[config.mk]
export PLATFORM = sky130hd
export DESIGN_NAME = fetch_unit
export DESIGN_NICKNAME = d
export VERILOG_FILES = /design/src/rtl/fetch_pkg.sv /design/src/rtl/instr_fifo.sv /design/src/rtl/fetch_unit.sv
export SDC_FILE = /design/constraint.sdc
export NUM_CORES = 1
export LEC_CHECK = 0
export CORE_ASPECT_RATIO = 1.25
export CORE_MARGIN = 3
export CORE_UTILIZATION = 53
export DETAILED_ROUTE_END_ITERATION = 7
export PLACE_DENSITY_LB_ADDON = 0.12
export SLEW_MARGIN = 20
export SYNTH_ARGS = -nofsm -noshare
export SYNTH_HDL_FRONTEND = slang
export SYNTH_SLANG_ARGS = --single-unit
[constraint.sdc]
create_clock -name clk_i -period 4.9 [get_ports clk_i]
set_clock_uncertainty 0.1 [all_clocks]
set_input_delay 0.98 -clock clk_i [delete_from_list [all_inputs] [get_ports clk_i]]
set_output_delay 0.98 -clock clk_i [all_outputs]
set_load 0.01 [all_outputs]
[src/rtl/fetch_pkg.sv]
// Shared constants and types for the instruction fetch front end.
package fetch_pkg;

    localparam int unsigned ILEN = 32;
    localparam logic [ILEN-1:0] RESET_ADDR_DEFAULT = 32'h0000_0000;
    localparam logic [ILEN-1:0] WORD_MASK = ~ILEN'(3);

    typedef struct packed {
        logic [ILEN-1:0] pc;
        logic [ILEN-1:0] instr;
    } fetch_entry_t;

    function automatic logic [ILEN-1:0] word_align(input logic [ILEN-1:0] addr);
        return addr & WORD_MASK;
    endfunction

endpackage

[src/rtl/instr_fifo.sv]
// Instruction buffer: power-of-two ring of {pc, instr} entries with synchronous clear.
module instr_fifo
    import fetch_pkg::*;
#(
    parameter int unsigned DEPTH = 4,
    localparam int unsigned AW = $clog2(DEPTH),
    localparam int unsigned CW = AW + 1
) (
    input  logic          clk,
    input  logic          rst,
    input  logic          flush,
    input  logic          push,
    input  fetch_entry_t  wdata,
    input  logic          pop,
    output fetch_entry_t  rdata,
    output logic          full,
    output logic          empty,
    output logic [CW-1:0] count
);

    fetch_entry_t  mem [DEPTH];
    logic [AW-1:0] wr_ptr;
    logic [AW-1:0] rd_ptr;
    logic          push_ok;
    logic          pop_ok;

    assign empty   = (count == '0);
    assign full    = (count == CW'(DEPTH));
    assign pop_ok  = pop && !empty;
    // A push into a full buffer is fine when the head leaves in the same cycle.
    assign push_ok = push && (!full || pop_ok);
    assign rdata   = mem[rd_ptr];

    // NOTE: storage is deliberately not reset; count alone says which slots hold data.
    always_ff @(posedge clk) begin
        if (push_ok) begin
            mem[wr_ptr] <= wdata;
        end
    end

    // NOTE: registered state is written with <= so every flop samples pre-edge values.
    always_ff @(posedge clk) begin
        if (rst || flush) begin
            wr_ptr <= '0;
            rd_ptr <= '0;
            count  <= '0;
        end else begin
            if (push_ok) begin
                wr_ptr <= wr_ptr + 1'b1;
            end
            if (pop_ok) begin
                rd_ptr <= rd_ptr + 1'b1;
            end
            count <= count + CW'(push_ok) - CW'(pop_ok);
        end
    end

endmodule

[src/rtl/fetch_unit.sv]
// Instruction fetch unit: credit-limited request issue, in-order response capture,
// and flush handling that discards responses still in flight.
module fetch_unit
    import fetch_pkg::*;
#(
    parameter logic [ILEN-1:0] RESET_ADDR = RESET_ADDR_DEFAULT,
    parameter int unsigned     DEPTH      = 4
) (
    input  logic            clk_i,
    input  logic            rst_i,
    output logic            imem_req_o,
    output logic [ILEN-1:0] imem_addr_o,
    input  logic            imem_gnt_i,
    input  logic            imem_rvalid_i,
    input  logic [ILEN-1:0] imem_rdata_i,
    output logic            instr_valid_o,
    output logic [ILEN-1:0] instr_o,
    output logic [ILEN-1:0] instr_pc_o,
    input  logic            instr_ready_i,
    input  logic            redirect_i,
    input  logic [ILEN-1:0] redirect_pc_i,
    input  logic            trap_i,
    input  logic [ILEN-1:0] mtvec_i,
    input  logic            mret_i,
    input  logic [ILEN-1:0] mepc_i
);

    localparam int unsigned     CW           = $clog2(DEPTH) + 1;
    localparam logic [ILEN-1:0] START_PC     = word_align(RESET_ADDR);
    localparam logic [CW:0]     CREDIT_LIMIT = (CW + 1)'(DEPTH);

    logic [ILEN-1:0] fetch_addr;
    logic [ILEN-1:0] rsp_pc;
    logic [ILEN-1:0] flush_target;
    logic [CW-1:0]   outstanding;
    logic [CW-1:0]   outstanding_nxt;
    logic [CW-1:0]   drop;
    logic [CW-1:0]   fifo_count;
    logic            fifo_full;
    logic            fifo_empty;
    logic            flush;
    logic            credit_ok;
    logic            gnt_acc;
    logic            rsp_acc;
    logic            rsp_keep;
    logic            pop;
    fetch_entry_t    push_entry;
    fetch_entry_t    head;

    assign flush = trap_i || mret_i || redirect_i;

    always_comb begin
        // NOTE: default first so every path assigns and no latch is inferred.
        flush_target = word_align(redirect_pc_i);
        if (trap_i) begin
            flush_target = word_align(mtvec_i);
        end else if (mret_i) begin
            flush_target = word_align(mepc_i);
        end
    end

    // Credit comes from registered occupancy only; a pop this cycle frees nothing yet.
    assign credit_ok   = !fifo_full
                      && (({1'b0, fifo_count} + {1'b0, outstanding}) < CREDIT_LIMIT);
    assign imem_req_o  = !rst_i && credit_ok;
    assign imem_addr_o = fetch_addr;
    assign gnt_acc     = imem_req_o && imem_gnt_i;

    // A response with nothing outstanding is stray and leaves every counter alone.
    assign rsp_acc         = imem_rvalid_i && (outstanding != '0);
    assign rsp_keep        = rsp_acc && (drop == '0) && !flush;
    assign outstanding_nxt = outstanding + CW'(gnt_acc) - CW'(rsp_acc);

    assign push_entry.pc    = rsp_pc;
    assign push_entry.instr = imem_rdata_i;

    assign instr_valid_o = !rst_i && !fifo_empty;
    assign instr_o       = head.instr;
    assign instr_pc_o    = head.pc;
    assign pop           = instr_valid_o && instr_ready_i && !flush;

    // rsp_pc is the address of the next response that will be kept; every grant
    // in flight at a flush is counted into drop, so that response maps to the target.
    always_ff @(posedge clk_i) begin
        if (rst_i) begin
            fetch_addr  <= START_PC;
            rsp_pc      <= START_PC;
            outstanding <= '0;
            drop        <= '0;
        end else begin
            outstanding <= outstanding_nxt;
            if (flush) begin
                fetch_addr <= flush_target;
                rsp_pc     <= flush_target;
                drop       <= outstanding_nxt;
            end else begin
                if (gnt_acc) begin
                    fetch_addr <= fetch_addr + 32'd4;
                end
                if (rsp_keep) begin
                    rsp_pc <= rsp_pc + 32'd4;
                end
                if (rsp_acc && (drop != '0)) begin
                    drop <= drop - 1'b1;
                end
            end
        end
    end

    instr_fifo #(
        .DEPTH (DEPTH)
    ) u_fifo (
        .clk   (clk_i),
        .rst   (rst_i),
        .flush (flush),
        .push  (rsp_keep),
        .wdata (push_entry),
        .pop   (pop),
        .rdata (head),
        .full  (fifo_full),
        .empty (fifo_empty),
        .count (fifo_count)
    );

    assert property (@(posedge clk_i) disable iff (rst_i) outstanding <= CW'(DEPTH));
    assert property (@(posedge clk_i) disable iff (rst_i) drop <= outstanding);

endmodule

# Yosys cells after proc, flatten, opt, wreduce, memory -nomap -nowiden
# Memories as Yosys holds them, arrays and structs flattened. A register that Yosys moved wholly into a read port is not among the register bits.
# Index checks and enable logic that the tools add are counted.
# op_classes
n_addsub,10
n_mul,0
n_div,0
magnitude_cmp,1
eq_ne,1
shifts,0
mux,12
bitwise,0
reduce_logical,27
# op_table
cell,count
$mux 32,6
$add 32x3->32 const B,2
$logic_and 1x1->1,12
$add 3x1->3,2
$logic_not 3->1,2
$mux 3,2
$reduce_bool 2->1,3
$reduce_bool 3->1,2
$sub 3x1->3,2
$add 2x1->2 const B,2
$add 3x3->4,1
$logic_not 1->1,4
$logic_or 1x1->1,4
$lt 4x3->1 const B,1
$mux 2,2
$eq 3x3->1 const B,1
$sub 3x1->3 const B,1
$mux 1,2
# totals
reg_bits,77
latch_bits,0
mem_bits_rw,256
rom_bits,0
output_inout_bits,98
elab_cells,59
memories,1
# memory_table
name,depth,width,read_ports,rd_clocked_by_memory_dff,write_ports,line,source
u_fifo.mem,4,64,1,1,1,instr_fifo.sv:21,fetch_entry_t mem [DEPTH];

# Depth between registers and ports, before layout
# Gate-level depths: netlist of the first run.
# logic_depth
depth_word,10
ltp_mapped,15
mapped_depth_nobuf,14

# Modules after synthesis
# From an unflattened synthesis of the first run, not the netlist that was laid out.
# unflattened
hier_cells,1005
hier_area_um2,14360.0
# modules_own_cells
mod,n_inst,cells_per_inst,area_per_inst_um2,seq_area_each_um2
instr_fifo,1,382,9689.3,7867.5
fetch_unit,1,623,4670.7,1321.3

# Least setup slack after synthesis of the first run
# OpenSTA, ideal clock, no wires.
# synth_timing
path_type,input -> register
start,input redirect_i
end,"memory u_fifo.mem[0][0] (netlist name), enable pin"
setup_ps,426
t_arrival_ps,3488
required_time_ps,4374
setup_slack_ps,885
path_stages,5
path_cell_list,buf_2 > or3_1 > clkbuf_1 > a211oi_2 > and2_1
# synth_between
elab_chain_len,8
word_cells_on_any_way,9
classes_between,mux (2); reduce/logical (7)
# synth_rtl
element,line,source
from (decl),fetch_unit.sv:20,"input logic redirect_i,"
$logic_or 1x1->1 (*),fetch_unit.sv:50,assign flush = trap_i || mret_i || redirect_i;
$logic_not 1->1 (*),"fetch_unit.sv:71, fetch_unit.sv:80",
$logic_and 1x1->1,fetch_unit.sv:80,assign pop = instr_valid_o && instr_ready_i && !flush;
$logic_and 1x1->1,instr_fifo.sv:29,assign pop_ok = pop && !empty;
$logic_or 1x1->1,instr_fifo.sv:31,assign push_ok = push && (!full || pop_ok);
$logic_and 1x1->1 (*),instr_fifo.sv:31,
named net u_fifo.push_ok,instr_fifo.sv:24,logic push_ok;
$mux 1 (*),instr_fifo.sv:36,if (push_ok) begin
$mux 1 (implied by the code) (*),instr_fifo.sv:37,mem[wr_ptr] <= wdata;
to (decl),instr_fifo.sv:21,
# The timed path passes the listed nets; every way through them passes the cells marked *.

==> flow_summary.yaml, run 1 <==
status:
  outcome: "completed"
floorplan:
  initial_core_util_pct: 54.40
  die_w_um: 150.8
  design.core.area_um2: 25540
  chipHeight_um: 187.0
  row_count: 65
  die_area_um2: 28200
  io-pin-count: 234
sta:
  fin_ws_ns: 1.075
  fmax_ghz: 0.2615
  final_hold_viol_count: 0
  fin_crit_sh_pct: 78.05
  finalSetupViolCount: 0
  fin_setup_tns_ns: 0
  rsz0062_at_grt: "false"
  min_period_ns: 3.825
  drv_slew: 0
  slew_headroom_pct: 42.25
  tightest_slew_ns: 0.8662
worst_setup_path:
  critPathKind: "flip-flop to primary output"
  crit_path_start_kind: "flip-flop"
  cp-end-kind: "primary output"
  crit_fanout: 33
  worstPathRequired_ns: 3.82
  cp.arrival_ns: 2.74
  r2r_setup_slack_ns: 1.12
clocking:
  clk_latency_ns: 0.54
  clock_path_buffers: 3
  hold_buffers: 0
  clkTransAtPathRegs_ns: 0.06
  cts_resized: 0
  h-tree-depth: 1
  cts.sinks: 323
  numCtsBuffers: 29
  root_buffer: "clkbuf_16"
  postCtsSetupRepairBufs: 0
  cts_tree: "yes"
synth:
  synthCells: 979
  yosysTopAreaCellShare_pct: 53.60
  ys_ff_latch: 323
  synth-edff-count: 248
  synth_cell_types: 68
  ys_seq_area_share_pct: 64.41
  async_flop_share_pct: 0
  synth_top_area_cell: "edfxtp_1"
  synth_area_leaders: "edfxtp_1 (54%), dfxtp_1 (11%), mux4_2 (10%), o21ai_0 (1.9%), nand2_1 (1.6%)"
  netlist_area_um2: 13890
  synth-main-ff-cell: "edfxtp_1"
  ys.warnings.count: 0
  syn_area_per_cell_um2: 14.19
final_layout:
  regArea_um2: 8954
  syn_to_final_growth_pct: 25.68
  multiInputGateArea_um2: 4586
  fin_cells: 1551
  num-fill-cells: 1839
  nNetsFinal: 1345
  diodes: 0
  drive_gt1_share_pct: 12.66
drt:
  dr.pass1.iters: 5
  via_per_inst: 5.930
  drt_iter0_markers: 646
  totalWireLength_mm: 32.17
  num_vias: 9198
  ant_nets: 0
  wire_per_inst_um: 20.74
  drcViolationCount: 0
pwr:
  switching_power_mw: 1.335
  vdd_drop_max_mv: 0.2335
  power_mw: 5.975
  power.density_nw_per_um2: 342.2
  comb_power_share_pct: 10.2
  p_seq_share_pct: 52.2
  internal_power_mw: 4.640
  clkPwrFrac_pct: 37.6
  p_leak_nw: 5.641
  switching_share_pct: 22.34
global_routing:
  grt-ovfl-total: 0
  antenna_found_initial: 0
  grt_max_degree: 63
  grtUsageTotal_pct: 22.59
  grt_pass1_vias: 9227
  grt_pass1_wl_mm: 50.40
job:
  cap_violations: 0
placement:
  gp_congestion: 0.9855
  place_inst: 1497
  io_buffers: 223
  dpl.hpwl_mm: 21.88
  pre_cts_ws_ns: 0.7012
hold_path:
  worstHoldPathType: "flip-flop to flip-flop"
## worst max-delay path, cell delays in order, from the launching register on
cell and delay, ns:
dfxtp_4 0.75, buf_12 0.36, mux4_2 0.55, clkdlybuf4s50_1 0.54
## registers in the layout (all words and copies together) (netlist names), named ones only
name	flops
rsp_pc	30
imem_addr_o	30
u_fifo.rd_ptr	2
drop	3
u_fifo.mem	248
outstanding	3
u_fifo.wr_ptr	2
u_fifo.count	3
## cell type report
type / instances / share of cell area, %
tap: 335 / 2.401
clock buffer: 43 / 4.858
multi-input combinational: 568 / 26.26
inverter: 32 / 0.6879
timing repair buffer: 239 / 13.80
sequential: 323 / 51.28
clock inverter: 11 / 0.7094
## power by group through the flow
| stage | Combinational, mW | Sequential [mW] | Clock [mW] |
|---|---|---|---|
| final | 0.611 | 3.12 | 2.25 |
| after global routing | 0.671 | 3.13 | 2.40 |
| after CTS | 0.615 | 3.11 | 2.29 |
| after detailed placement | 0.611 | 3.17 | 0 |
| after global placement | 0.604 | 3.17 | 0 |
| after floorplan | 0.329 | 3.15 | 0 |
## cells by family (layout without fill, tap and decap cells)
family / after synthesis / after routing / share of synthesized area [%]
other: 1 / 4 / 0.02699
and+or+nand+nor: 258 / 258 / 9.951
AOI/OAI and AO/OA: 207 / 207 / 9.915
DFF: 323 / 323 / 64.41
buffers and inverters: 91 / 325 / 2.738
muxes: 65 / 65 / 10.28
xor gates and xnor gates: 18 / 18 / 1.135
adders and majority gates: 16 / 16 / 1.549
## worst paths after layout
check / from / endpoint / depth (start not counted)
setup / recovery: flip-flop / instr_pc_o[20] / 3
hold / removal: imem_addr_o[9]$_SDFFE_PP0P_ / imem_addr_o[9]$_SDFFE_PP0P_ / 2
setup reg to reg: outstanding[2]$_SDFF_PP0_ / drop[2]$_SDFFE_PP0P_ / 14
hold reg to reg: imem_addr_o[9]$_SDFFE_PP0P_ / imem_addr_o[9]$_SDFFE_PP0P_ / 2
## per-stage QoR
step	cell area, µm²	utilization [%]	hold WS (ns)
after global placement	16490	64.57	0.3938
after floorplan	13900	-	0.3785
after detailed placement	16490	64.57	0.3975
after CTS	17460	68.37	0.4121
after global routing	17460	68.37	0.4378
final	17460	68.37	0.4089
## Yosys cell counts, types with 17 or more instances
cell type    n
dfxtp_1     75
nand2_1     59
mux4_2      62
nand3_1     23
inv_1       30
a211oi_1    20
a22oi_1     17
a21oi_1     42
nor2_1      56
nor4_1      17
nor3_1      26
clkbuf_1    40
edfxtp_1   248
o21ai_0     53
## cell usage in the layout, fill, tap and decap left out, types with 7 or more instances in the layout
master / instances
edfxtp_1: 248
nand3_1: 23
nand3b_1: 8
o21a_1: 9
clkbuf_16: 29
nor3_1: 25
nand4_1: 14
dfxtp_1: 73
and4_1: 11
or3_1: 8
buf_4: 11
inv_1: 30
a22oi_1: 17
ha_1: 14
clkdlybuf4s50_1: 222
a21oi_1: 42
clkbuf_1: 7
xnor2_1: 12
nor4_1: 17
o21ai_0: 53
mux4_2: 62
a211oi_1: 20
nor2_1: 56
clkbuf_8: 7
nand2_1: 59
nor2b_1: 8
and3_1: 7
a31oi_1: 8
## metal layers
| metal | share of wire (%) | vias to the layer above | GRT usage [%] |
|---|---|---|---|
| met5 | 0 | - | 0 |
| met4 | 3.5 | 0 | 7.886 |
| met3 | 7.3 | 71 | 4.338 |
| met2 | 49 | 397 | 38.18 |
| met1 | 40 | 4446 | 29.21 |
| li1 | - | 4284 | - |
Power figures use the tool's default switching activity.
==> run 2: changes to the inputs <==
==> constraint.sdc (replaced) <==
create_clock -name clk_i -period 3.9 [get_ports clk_i]
set_clock_uncertainty 0.1 [all_clocks]
set_input_delay 0.78 -clock clk_i [delete_from_list [all_inputs] [get_ports clk_i]]
set_output_delay 0.78 -clock clk_i [all_outputs]
set_load 0.01 [all_outputs]
==> run 2 against run 1 <==
Effect of this change: clock power rose by 20%; sequential share of layout area is 0.14 points lower; worst setup slack lost 0.59 ns; sequential cell count unchanged; critical path depth rose by 1; wire length rose by 3.8%.
==> flow_summary.yaml, run 2 (same netlist as run 1, synthesis figures left out) <==
status:
  outcome: "completed"
placement:
  gp_congestion: 0.9364
  dpl.hpwl_mm: 23.02
  io_buffers: 223
pwr:
  vdd_drop_max_mv: 0.2018
  power.density_nw_per_um2: 422.7
  p_leak_nw: 5.676
drt:
  via_per_inst: 5.971
  totalWireLength_mm: 33.41
  num_vias: 9345
  drcViolationCount: 0
  dr.pass1.iters: 5
  wire_per_inst_um: 21.35
  drt_iter0_markers: 521
  ant_nets: 0
clocking:
  clkTransAtPathRegs_ns: 0.07
  h-tree-depth: 1
  hold_buffers: 0
  clock_path_buffers: 3
  clk_latency_ns: 0.54
  cts.sinks: 323
  cts_resized: 0
  cts_tree: "yes"
  numCtsBuffers: 29
  root_buffer: "clkbuf_16"
  postCtsSetupRepairBufs: 0
sta:
  fin_setup_tns_ns: 0
  min_period_ns: 3.416
  fin_crit_sh_pct: 87.59
  hold_ws_ns: 0.4162
  fmax_ghz: 0.2927
  drv_slew: 0
  slew_headroom_pct: 52.75
  tightest_slew_ns: 0.7033
  rsz0062_at_grt: "false"
  final_hold_viol_count: 0
  finalSetupViolCount: 0
floorplan:
  die_w_um: 150.8
  design.core.area_um2: 25540
  die_area_um2: 28200
  chipHeight_um: 187.0
  initial_core_util_pct: 54.40
  row_count: 65
  io-pin-count: 234
global_routing:
  grtUsageTotal_pct: 23.49
  grt_pass1_vias: 9472
  grt-ovfl-total: 0
  grt_max_degree: 63
  grt_pass1_wl_mm: 52.37
  antenna_found_initial: 0
hold_path:
  worstHoldPathType: "flip-flop to flip-flop"
final_layout:
  largest_register_ffs: 248
  syn_to_final_growth_pct: 26.01
  multiInputGateArea_um2: 4586
  num-fill-cells: 1855
  nNetsFinal: 1360
  drive_gt1_share_pct: 13.09
  regArea_um2: 8954
  most-common-layout-cells: "edfxtp_1 (248), clkdlybuf4s50_1 (222), dfxtp_1 (73), mux4_2 (62), nand2_1 (59)"
  regMostFlops: "u_fifo.mem"
  final_common_cell: "edfxtp_1"
  diodes: 0
worst_setup_path:
  cp.arrival_ns: 2.54
  crit_fanout: 5
  cp-end-kind: "primary output"
  crit_path_start_kind: "flip-flop"
  worstPathRequired_ns: 3.02
  critPathKind: "flip-flop to primary output"
job:
  cap_violations: 0
==> run 2: final timing paths <==
check | from | end | slack, ns | depth (start not counted)
setup / recovery | outstanding[2]$_SDFF_PP0_ | imem_req_o | 0.48 | 4
hold / removal | imem_addr_o[9]$_SDFFE_PP0P_ | imem_addr_o[9]$_SDFFE_PP0P_ | 0.42 | 2
setup reg to reg | outstanding[2]$_SDFF_PP0_ | drop[2]$_SDFFE_PP0P_ | 0.67 | 14
hold reg to reg | imem_addr_o[9]$_SDFFE_PP0P_ | imem_addr_o[9]$_SDFFE_PP0P_ | 0.42 | 2
==> run 2: through the flow <==
stage | setup WS [ns] | total power [mW] | instance area, µm² | std cells | utilization, %
2_1_floorplan | 0.08548 | 4.375 | 13900 | 982 | -
3_3_place_gp | 0.4933 | 4.762 | 16610 | 1512 | 65.06
3_5_place_dp | 0.4965 | 4.777 | 16610 | 1512 | 65.06
4_1_cts | 0.4280 | 7.466 | 17510 | 1565 | 68.55
5_1_grt | 0.3625 | 7.687 | 17510 | 1565 | 68.55
6_report | 0.4838 | 7.400 | 17510 | 1565 | 68.55
==> run 2: cell type report <==
| type | count | share of cell area, % |
|---|---|---|
| tap | 335 | 2.394 |
| sequential | 323 | 51.14 |
| clock buffer | 39 | 4.417 |
| multi-input combinational | 568 | 26.19 |
| timing repair buffer | 254 | 14.48 |
| clock inverter | 14 | 0.6861 |
| inverter | 32 | 0.6861 |
==> run 2: layer usage <==
| metal | track usage, % | share of wire (%) |
|---|---|---|
| met1 | 30.46 | 40 |
| met2 | 40.23 | 50 |
| met3 | 4.217 | 6.8 |
| met4 | 7.327 | 3.1 |
| met5 | 0 | 0 |
==> run 2: report_power, final <==
part | switching, mW | internal, mW | total (mW) | leakage (nW)
registers | 0.114 | 3.80 | 3.91 | 2.87
logic | 0.397 | 0.396 | 0.793 | 2.37
clock network | 1.17 | 1.52 | 2.69 | 0.432
==> run 2: critical path: stages (launching register included) <==
cell and delay, ns:
dfxtp_1 0.42, ha_1 0.26, or4_4 0.51, nor3b_1 0.24, clkdlybuf4s50_1 0.58
==> patch 1 (flow settings as in run 2) <==
`DEPTH` is set to 4 in 2 places; all go to 2.
--- a/src/rtl/instr_fifo.sv
+++ b/src/rtl/instr_fifo.sv
@@ -4,3 +4,3 @@
 #(
-    parameter int unsigned DEPTH = 4,
+    parameter int unsigned DEPTH = 2,
     localparam int unsigned AW = $clog2(DEPTH),
--- a/src/rtl/fetch_unit.sv
+++ b/src/rtl/fetch_unit.sv
@@ -6,3 +6,3 @@
     parameter logic [ILEN-1:0] RESET_ADDR = RESET_ADDR_DEFAULT,
-    parameter int unsigned     DEPTH      = 4
+    parameter int unsigned     DEPTH      = 2
 ) (
Behaviour: not the same (a bounded check fails within 4 cycles, from zero or initial values and one cycle with rst_i high).
==> patch 1 against run 2 <==
- setup slack improved by 0.18 ns
- routed wire length fell by 28%
- power fell by 36%
- final area fell by 30%
- synthesized area fell by 33%
- sequential cell count fell by 130
- global-route usage rose by 1.3 points
- fmax rose by 5.6%
- critical endpoint is now instr_o[3]
==> patch 1: results <==
[sta]
relSlewSlack = 0.373
whs_ns = 0.411

[critical_path]
reg2reg_from = "outstanding[0]"
cp_top_family = "buffers and inverters"
ff2ff_path_depth = 12
path_max_fanout = 26
cp.arrival_ns = 2.35
reg2reg_to = "drop[1]"

[global_route]
track_usage = 0.248
grt_pass1_wl_mm = 38.5
grt_pass1_vias = 7400

[yosys]
synth-edff-count = 124
synth-adder-area-share = 0.0116
synthTopCellsByArea = "edfxtp_1 (40%), dfxtp_1 (15%), mux2_2 (7.7%)"
syn_inst = 846
synth_compound_gate_area_share = 0.133
ys_types = 58
synth-xor-area-share = 0.0170

[layout]
fin_cells = 1284
drive_above_1_share = 0.132
largest_reg_flops = 124
fin_nets = 1196

[placed_design]
place_hpwl_mm = 17.1

[status]
run_status = "complete, no violations"

[min_path]
min_from = "u_fifo.rd_ptr"

[clock_network]
clk_latency_ns = 0.43

[power]
leakage_nw = 4.23

[route]
viasPerCell = 5.98
wirelength_mm = 24.1
==> patch 1: stage by stage <==
| stage | cell area, sq um | power [W] | setup slack (ns) |
|---|---|---|---|
| floorplan | 9310 | 0.00274 | -0.226 |
| global placement | 11800 | 0.00305 | 0.729 |
| detailed placement | 11800 | 0.00307 | 0.734 |
| CTS | 12300 | 0.00475 | 0.609 |
| global route | 12300 | 0.00491 | 0.536 |
| finish | 12300 | 0.00473 | 0.666 |
==> patch 1: logic make-up (layout without fill, tap and decap cells) <==
group | Yosys count | in the layout
and+or+nand+nor | 287 | 287
AOI/OAI and AO/OA | 196 | 196
DFF | 193 | 193
buffers and inverters | 74 | 289
muxes | 69 | 69
xor gates and xnor gates | 18 | 18
adders and majority gates | 8 | 8
other | 1 | 4
==> patch 1: power by group <==
part	switching [W]	internal, W	leakage [nW]
clock network	0.000796	0.000902	0.274
logic	0.000326	0.000350	2.26
registers	0.0000969	0.00226	1.69
==> patch 1: metal layers <==
layer  track usage  share of wire  vias to the layer above
met4        0.0731          0.023                        0
met2         0.426           0.49                      398
met3        0.0552          0.080                       52
met5             0              0                        -
li1              -              -                     3632
met1         0.316           0.41                     3598
==> patch 1: area by class of cell <==
class	instances	share of cell area
multi-input cells	582	0.316
flip-flops and latches	193	0.414
repair buffers	244	0.196
well taps	220	0.0223
clock inverters	14	0.0126
inverters	14	0.00426
clock buffers	17	0.0345
==> patch 1: worst max-delay path by stage <==
stage | start | endpoint | slack (ns)
2_1_floorplan | trap_i | u_fifo.mem[0][0] | -0.23
3_3_place_gp | trap_i | u_fifo.mem[1][34] | 0.73
3_5_place_dp | trap_i | u_fifo.mem[1][34] | 0.73
4_1_cts | flip-flop | instr_o[3] | 0.61
5_1_grt | flip-flop | instr_o[0] | 0.54
6_report | flip-flop | instr_o[3] | 0.67
==> patch 1: worst min-delay path, delay by kind of cell (launching register included) <==
family,cells,cell delay (ns)
and+or+nand+nor,1,0.07
xor gates and xnor gates,1,0.08
DFF,1,0.33
==> patch 2 (settings of run 2) <==
Made on the original files. Reset style: asynchronous (`rst_i`), changed in one clocked block.
--- a/src/rtl/fetch_unit.sv
+++ b/src/rtl/fetch_unit.sv
@@ -83,3 +83,3 @@
     // in flight at a flush is counted into drop, so that response maps to the target.
-    always_ff @(posedge clk_i) begin
+    always_ff @(posedge clk_i or posedge rst_i) begin
         if (rst_i) begin
Behaviour: differs if rst_i is asserted again (counterexample within 4 cycles, from zero or initial values and one cycle with rst_i high); with rst_i held inactive, the same outputs for 4 cycles.
==> patch 2 against run 2 <==
- synthesized area increased by 1.7%
- power rose by 7.8%
- critical path type unchanged
- final area up 2.4%
- largest power group unchanged
- synthesized cell count is 2.7% lower
- sequential cell count unchanged
- cell count is 0.96% lower
- largest cell class unchanged
- routed wire length fell by 4.3%
- setup slack worse by 0.087 ns
==> patch 2: results <==
[status]
run_status = "complete, no violations"

[critical_path]
r2r_slack_ns = 0.84
cp_top_family = "buffers and inverters"
cp.arrival_ns = 2.62
slowest_delay_ns = 0.62
path_max_fanout = 20
cp_slowest_cell = "dfxtp_4"

[yosys]
synth-adder-area-share = 0.0152
ys.warnings.count = 0
synthArstFlopShare = 0.204
yosys-mux-area-fraction = 0.0995
ys_types = 64
synth_compound_gate_area_share = 0.110
synth-xor-area-share = 0.00558
syn_inst = 953
synth_common_cells = "edfxtp_1 (248), dfrtp_1 (66), a21oi_1 (62), mux4_2 (62)"
synth-edff-count = 248
yosysSeqAreaShare = 0.657
synthTopCellsByArea = "edfxtp_1 (53%), dfrtp_1 (12%), mux4_2 (9.9%)"

[power]
switchingPower_w = 0.00185
ir_worst_vdd_v = 0.000251
leakage_nw = 6.11

[route]
dr_wl_met3_mm = 2.17
wl_met1_mm = 12.4
dr_wl_met2_mm = 16.7
top_layer = "met4"
vias = 9260
drc_errors = 0
detailedRoute.firstIterationViolations = 588
route.detailed.wl_per_inst_um = 20.6

[layout]
largest_reg_flops = 248
fillers = 1848
n_antenna_cell = 0
fin_cells = 1550
fin_nets = 1340
largest_register = "u_fifo.mem"
drive_above_1_share = 0.136

[global_route]
grt_pass1_vias = 9441
antenna_found_initial = 0
grt_pass1_wl_mm = 51.0
grt_start_max_net_pins = 63
track_usage = 0.221

[placed_design]
io_buffers = 223
place_hpwl_mm = 21.9
dp.cells = 1497
place.gp.congestion = 0.887
place_ws_ns = 0.371

[clock_network]
clk_latency_ns = 0.55
clock_path_buffers = 3
cts_setup_buffers = 0
post_cts_resized = 0
htree_num_levels = 1
cts.root.buffer_cell = "clkbuf_16"
clk_pin_slew_worst_paths_ns = 0.07
numCtsBuffers = 29

[min_path]
hold_path_class = "flip-flop to flip-flop"

[sta]
setup_ws_ns = 0.397
whs_ns = 0.439
worst_slew_pin_slew_ns = 0.989
## patch 2: cell types whose count changed after synthesis, sizes merged, moves of 11 or more
cell,run 2,this run
a21oi,42,62
nand4,14,27
o22a,0,16
nor2,56,45
dfxtp,75,9
dfrtp,0,66
a2bb2oi,0,17
o21ai,56,45
nand2,60,45
a211oi,21,9
## patch 2: power by group through the flow
stage                     clock network, W  logic (W)  registers (W)
after floorplan                          0   0.000479        0.00409
after global placement                   0   0.000855        0.00414
after detailed placement                 0   0.000876        0.00415
after CTS                          0.00309   0.000882        0.00408
after global routing               0.00323   0.000971        0.00411
final                              0.00302   0.000874        0.00408
## patch 2: metal layers
metal	vias up	GRT usage
met5	-	0
met4	0	0.0567
met3	49	0.0368
met2	396	0.396
met1	4533	0.281
li1	4282	-
## patch 2: through the flow
stage / utilization / cell area, sq um
final: 0.685 / 17900
after detailed placement: 0.646 / 16900
after floorplan: - / 14200
after global placement: 0.646 / 16900
after global routing: 0.685 / 17900
after CTS: 0.685 / 17900
## patch 2: tightest hold or removal path, cell delays in order (launching register included)
cell and delay [ns]:
dfxtp_1 0.33, xor2_1 0.06, nor2_1 0.11
## patch 2: worst paths after layout
kind                                  start        endpoint  cells past startpoint
max                               flip-flop      instr_o[0]                      3
min                        u_fifo.rd_ptr[1]       flip-flop                      2
max reg2reg                  outstanding[2]         drop[2]                     13
min reg2reg                u_fifo.rd_ptr[1]       flip-flop                      2
max in group asynchronous             rst_i       rsp_pc[5]                      3
min in group asynchronous             rst_i  outstanding[2]                      2
## patch 2: area by class of cell
type	instances	area, sq um	area share
clock inverter	19	265	0.0148
inverter	25	97.6	0.00544
clock buffer	34	764	0.0426
tap	340	425	0.0237
multi-input combinational	554	4540	0.253
timing repair buffer	255	2550	0.142
sequential	323	9280	0.518
